### src/rtl/wdt_pkg.sv
// Shared types and constants for the watchdog reset sequencer.
// WDT_LOCKOUT_EN widens the state type to add the LOCKED state.
package wdt_pkg;

    localparam int unsigned DEF_GRACE_CYCLES = 1024;
    localparam int unsigned DEF_RST_CYCLES   = 16;

`ifdef WDT_LOCKOUT_EN
    localparam int unsigned ST_W = 3;
`else
    localparam int unsigned ST_W = 2;
`endif

    // Low two bits of each encoding are what state_o reports.
    typedef enum logic [ST_W-1:0] {
        ST_IDLE    = ST_W'(0),
        ST_WARN    = ST_W'(1),
        ST_RESET   = ST_W'(2),
        ST_RECOVER = ST_W'(3)
`ifdef WDT_LOCKOUT_EN
        , ST_LOCKED = ST_W'(4)
`endif
    } wdt_state_e;

    function automatic logic [31:0] rcnt_sat_inc(input logic [31:0] v, input logic [31:0] max_v);
        return (v >= max_v) ? v : v + 32'd1;
    endfunction

endpackage

### src/rtl/wdt_cycle_timer.sv
// Up-counter with clear, enable and an equal-to-limit flag; shared by the grace and reset windows.
module wdt_cycle_timer #(
    parameter int unsigned CNT_W = 16
) (
    input  logic             clk,
    input  logic             rst,
    input  logic             clr_i,
    input  logic             en_i,
    input  logic [CNT_W-1:0] limit_i,
    output logic             hit_c_o
);

    logic [CNT_W-1:0] cnt_q;

    always_ff @(posedge clk) begin
        if (rst) begin
            cnt_q <= '0;
        end else if (clr_i) begin
            cnt_q <= '0;
        end else if (en_i) begin
            cnt_q <= cnt_q + CNT_W'(1);
        end
    end

    assign hit_c_o = (cnt_q == limit_i);

endmodule

### src/rtl/wdt_reset_sequencer.sv
// Watchdog timeout consumer: warn via irq, escalate to a timed system reset, track cause and count.
// Define WDT_LOCKOUT_EN to hold sys_rst_o permanently after MAX_RESETS watchdog resets.
module wdt_reset_sequencer
    import wdt_pkg::*;
#(
    parameter int unsigned GRACE_CYCLES = DEF_GRACE_CYCLES,
    parameter int unsigned RST_CYCLES   = DEF_RST_CYCLES,
    parameter int unsigned CNT_W        = 16,
    parameter int unsigned RCNT_W       = 4
`ifdef WDT_LOCKOUT_EN
    , parameter int unsigned MAX_RESETS = 7
`endif
) (
    input  logic              clk,
    input  logic              rst,
    input  logic              wdt_tmo,
    input  logic              ack,
    input  logic              cause_clr,
    output logic              irq_o,
    output logic              sys_rst_o,
    output logic              wdt_clr_o,
    output logic              cause_o,
    output logic [RCNT_W-1:0] rst_cnt_o,
    output logic [1:0]        state_o
);

    localparam logic [31:0] RCNT_MAX = (32'd1 << RCNT_W) - 32'd1;

    wdt_state_e        state_q, state_d;
    logic              irq_q, irq_d;
    logic              sys_rst_q, sys_rst_d;
    logic              wdt_clr_q, wdt_clr_d;
    logic              cause_q, cause_d;
    logic [RCNT_W-1:0] rst_cnt_q, rst_cnt_d;
    logic [1:0]        state_o_q, state_o_d;

    logic              tmr_clr_c, tmr_en_c, tmr_hit_c, rst_entry_c;
    logic [CNT_W-1:0]  tmr_limit_c;

    // Timer restarts on every state change and only runs in the timed states.
    assign tmr_clr_c   = (state_d != state_q);
    assign tmr_en_c    = (state_q == ST_WARN) || (state_q == ST_RESET);
    assign tmr_limit_c = (state_q == ST_RESET) ? CNT_W'(RST_CYCLES - 1) : CNT_W'(GRACE_CYCLES - 1);

    wdt_cycle_timer #(.CNT_W(CNT_W)) u_timer (
        .clk     (clk),
        .rst     (rst),
        .clr_i   (tmr_clr_c),
        .en_i    (tmr_en_c),
        .limit_i (tmr_limit_c),
        .hit_c_o (tmr_hit_c)
    );

    always_ff @(posedge clk) begin
        if (rst) begin
            state_q   <= ST_IDLE;
            irq_q     <= 1'b0;
            sys_rst_q <= 1'b0;
            wdt_clr_q <= 1'b0;
            cause_q   <= 1'b0;
            rst_cnt_q <= '0;
            state_o_q <= 2'd0;
        end else begin
            state_q   <= state_d;
            irq_q     <= irq_d;
            sys_rst_q <= sys_rst_d;
            wdt_clr_q <= wdt_clr_d;
            cause_q   <= cause_d;
            rst_cnt_q <= rst_cnt_d;
            state_o_q <= state_o_d;
        end
    end

    always_comb begin
        state_d     = state_q;
        rst_entry_c = 1'b0;

        unique case (state_q)
            ST_IDLE: begin
                if (wdt_tmo) state_d = ST_WARN;
            end
            // Ack beats both escalation and grace expiry.
            ST_WARN: begin
                if (ack)                        state_d = ST_IDLE;
                else if (wdt_tmo || tmr_hit_c)  state_d = ST_RESET;
            end
            ST_RESET: begin
`ifdef WDT_LOCKOUT_EN
                if (tmr_hit_c) state_d = (32'(rst_cnt_q) >= MAX_RESETS) ? ST_LOCKED : ST_RECOVER;
`else
                if (tmr_hit_c) state_d = ST_RECOVER;
`endif
            end
            ST_RECOVER: begin
                state_d = ST_IDLE;
            end
`ifdef WDT_LOCKOUT_EN
            ST_LOCKED: begin
                state_d = ST_LOCKED;
            end
`endif
            default: begin
                state_d = ST_IDLE;
            end
        endcase

        rst_entry_c = (state_d == ST_RESET) && (state_q != ST_RESET);

        irq_d     = (state_d == ST_WARN);
        sys_rst_d = (state_d == ST_RESET);
        wdt_clr_d = (state_d == ST_RESET) || ((state_q == ST_WARN) && (state_d == ST_IDLE));
        state_o_d = 2'(state_d);
        rst_cnt_d = rst_entry_c ? RCNT_W'(rcnt_sat_inc(32'(rst_cnt_q), RCNT_MAX)) : rst_cnt_q;

        // Set beats clear when both land in the same cycle.
        if (rst_entry_c)    cause_d = 1'b1;
        else if (cause_clr) cause_d = 1'b0;
        else                cause_d = cause_q;

`ifdef WDT_LOCKOUT_EN
        if (state_d == ST_LOCKED) begin
            sys_rst_d = 1'b1;
            wdt_clr_d = 1'b1;
            state_o_d = 2'd3;
            cause_d   = cause_q;
        end
`endif
    end

    assign irq_o     = irq_q;
    assign sys_rst_o = sys_rst_q;
    assign wdt_clr_o = wdt_clr_q;
    assign cause_o   = cause_q;
    assign rst_cnt_o = rst_cnt_q;
    assign state_o   = state_o_q;

endmodule

### config.mk
export PLATFORM = sky130hd
export DESIGN_NAME = wdt_reset_sequencer
export DESIGN_NICKNAME = d
export VERILOG_FILES = /design/src/rtl/wdt_pkg.sv /design/src/rtl/wdt_cycle_timer.sv /design/src/rtl/wdt_reset_sequencer.sv
export SDC_FILE = /design/constraint.sdc
export NUM_CORES = 1
export LEC_CHECK = 0
export BUFFER_PORTS_ARGS = -buffer_cell sky130_fd_sc_hd__clkbuf_2
export CORE_MARGIN = 4
export CORE_UTILIZATION = 40
export DETAILED_ROUTE_END_ITERATION = 10
export HOLD_SLACK_MARGIN = 0.05
export MAX_ROUTING_LAYER = met4
export PLACE_DENSITY = 0.6
export SLEW_MARGIN = 20
export SYNTH_ARGS = -nofsm -noshare
export SYNTH_HDL_FRONTEND = slang
export SYNTH_HIERARCHICAL = 1
export SYNTH_SLANG_ARGS = --single-unit
### constraint.sdc
create_clock -name clk -period 4.3 [get_ports clk]
set_clock_uncertainty 0.2 [all_clocks]
set_input_delay 0.215 -clock clk [delete_from_list [all_inputs] [get_ports clk]]
set_output_delay 0.215 -clock clk [all_outputs]
set_load 0.02 [all_outputs]
==> run metrics <==
Final Cycle Share=87.37%; Max clock buf depth=2; largest net degree at the start of global routing=17; sequential share of the synthesized area=33.66%; largest area contributor in the synthesized netlist=dfxtp_1; final setup violation count=0; Yosys warnings=6; final RePlAce weighted congestion=0.8689; CTS tree=done; Post-CTS Hold Buffers=0; Finished Cell Area=1690 sq um; Least-Margin Pin Slew=802.7 ps; post-route minimum period=3757 ps; relative slew slack=46.00%; CP Data Required Time=4270 ps; CTS root buffer=clkbuf_8; critical path's top delay family=simple AND/OR/NAND/NOR gates; routed length per instance=12.03 um; Post-synth EDFFs=0; Post-Synthesis Cell Area=1546 sq um; die area=4925 sq um; initial antenna violation count=0; DRT Wirelength=2899 um; max-slew violations=0; crit-path max FO=16; Port-buffer cells=14; Setup TNS=0 ps; post_cts resized=0; via count=1,254; Post-synth ARST share=0%; CP endpoint kind=flip-flop; share of layout cells above drive strength 1=14.51%; worst hold path type=in2reg; ANT nets after route=0; number of buffers created by CTS=3; leading cell types in the layout, fill and taps excluded=26 x dfxtp_1, 22 x nor2_1, 22 x xnor2_1; Residual DRC=0; Die Ht=70.18 um; Final Net Count=205; most common cell after layout, fill and taps aside=dfxtp_1; Setup crit start kind=flip-flop; placed cell area=1649 sq um; final hold vios=0; slowest CP cell=nor4_1; max incr delay on CP=720 ps; Worst-path clk slew=80 ps; crit-path cells=inv_1 -> ha_1 -> inv_1 -> xnor2_1 -> nand4_1 -> nor4_1 -> a21oi_1 -> o41ai_1 -> or2_2 -> nor2_1 -> a31o_2; H-tree depth=1; leading post-synthesis cells by cell area=dfxtp_1 34%, xnor2_1 12%, nor2_1 5.3%, ha_1 4.0%, nand4_1 2.8%; Post-CTS Setup Repair Bufs=0; top_reg_cell synth=dfxtp_1; most used cell, CP=inv_1; initial core utilization=41.93%; Post-Synthesis Cells=177; total I/O pin count=15; Total GRT Usage=12.84%; Unique masters post-synth=49; Worst-Skew Late Latency=270 ps; share of the synthesized area in the top cell type=33.66%; first-pass GRT wire length=5188 um; Rows=22; initial DRC count=41; clock sinks=26; mean area per synthesized cell=8.737 sq um; Max Fclk=266.2 MHz; Yosys reg bits=26; Antenna diodes=0; power per cell area=257.8 nW/um^2; Max VDD drop=177.6 uV; CP Buf/Inv Count=2; WP data arrival=3720 ps; die width=70.18 um; Congestion Overflow GR=0; Vias/cell=5.203; Leakage=0.6341 nW; status=complete, no violations; Max Cap Violations=0; vias in the first global route=1,207; RSZ-0062 raised after global routing=no; 1st-pass router iterations=5; P&R area growth vs syn=9.304%; HPWL after DPL=2202 um; Setup Crit Path Kind=reg2reg; core area=3689 sq um
[metal layers]
| layer | wire length, um | track usage [%] |
|---|---|---|
| met5 | 0 | - |
| met4 | 27 | 2.979 |
| met3 | 129 | 3.741 |
| met2 | 1497 | 22.56 |
| met1 | 1244 | 14.31 |
[layout make-up]
type                       instances  area, sq um
fill                             384         1998
multi-input combinational        144        972.2
sequential                        26        520.5
timing repair buffer              15        77.57
tap                               48        60.06
clock buffer                       3        41.29
inverter                           5        18.77
[path summary, 6_finish.rpt]
path | startpoint | to | slack [ps] | cells after the start
worst min register to register | rst_cnt_o[1] | rst_cnt_o[1] | 320 | 2
worst max-delay path | state_o[0] | u_timer/cnt_q[15] | 540 | 11
worst max register to register | state_o[0] | u_timer/cnt_q[15] | 540 | 11
worst min-delay path | cause_clr | cause_o | 60 | 4
[cells in the mapped netlist, types with 4 or more instances]
cell,instances
clkbuf_1,4
nand2b_1,4
dfxtp_1,26
xor2_1,5
nor2_1,22
nand2_1,8
nor3_1,4
a21oi_1,6
inv_1,5
ha_1,5
nand3_1,7
nand4_1,7
xnor2_1,22
[power breakdown]
part	switching (W)	internal, W	leakage, nW	total, W
Sequential	0.00000411	0.000244	0.210	0.000248
Clock	0.0000721	0.0000628	0.0216	0.000135
Combinational	0.0000318	0.0000210	0.402	0.0000527
Total	0.000108	0.000328	0.634	0.000436
[logic make-up (layout without fill, tap and decap cells)]
| family | count (synthesis) | count (layout) | synth area share, % |
|---|---|---|---|
| AOI/OAI and AO/OA | 23 | 23 | 10.36 |
| xor gates and xnor gates | 27 | 27 | 15.29 |
| other | 2 | 10 | 0.4856 |
| muxes | 3 | 3 | 2.265 |
| DFF | 26 | 26 | 33.66 |
| and+or+nand+nor | 76 | 76 | 28.48 |
| buffers and inverters | 15 | 23 | 5.420 |
| adders and majority gates | 5 | 5 | 4.045 |
[per-stage QoR]
step           hold WS [ps]  worst slack [ps]  total power (W)  instances  util [%]
2_1_floorplan         227.7             783.5        0.0002949        185         -
3_3_place_gp          295.8             808.8        0.0003056        238     44.71
3_5_place_dp          308.9             611.1        0.0003065        238     44.71
4_1_cts               59.83             574.4        0.0004448        241     45.83
5_1_grt               87.99             220.6        0.0004598        241     45.83
6_report              55.73             543.3        0.0004358        241     45.83
[worst min-delay path: cells and delay by family]
family	cells	cell delay, ps
AO/OA/AOI/OAI	1	110
AND/OR/NAND/NOR	2	90
buffers and inverters	1	70
[flip-flops by register name (all words and copies together), names as in the netlist]
signal / cells
irq_o: 1
state_o: 2
cause_o: 1
sys_rst_o: 1
u_timer/cnt_q: 16
wdt_clr_o: 1
rst_cnt_o: 4
No activity file was read; power rests on OpenSTA's default activity.
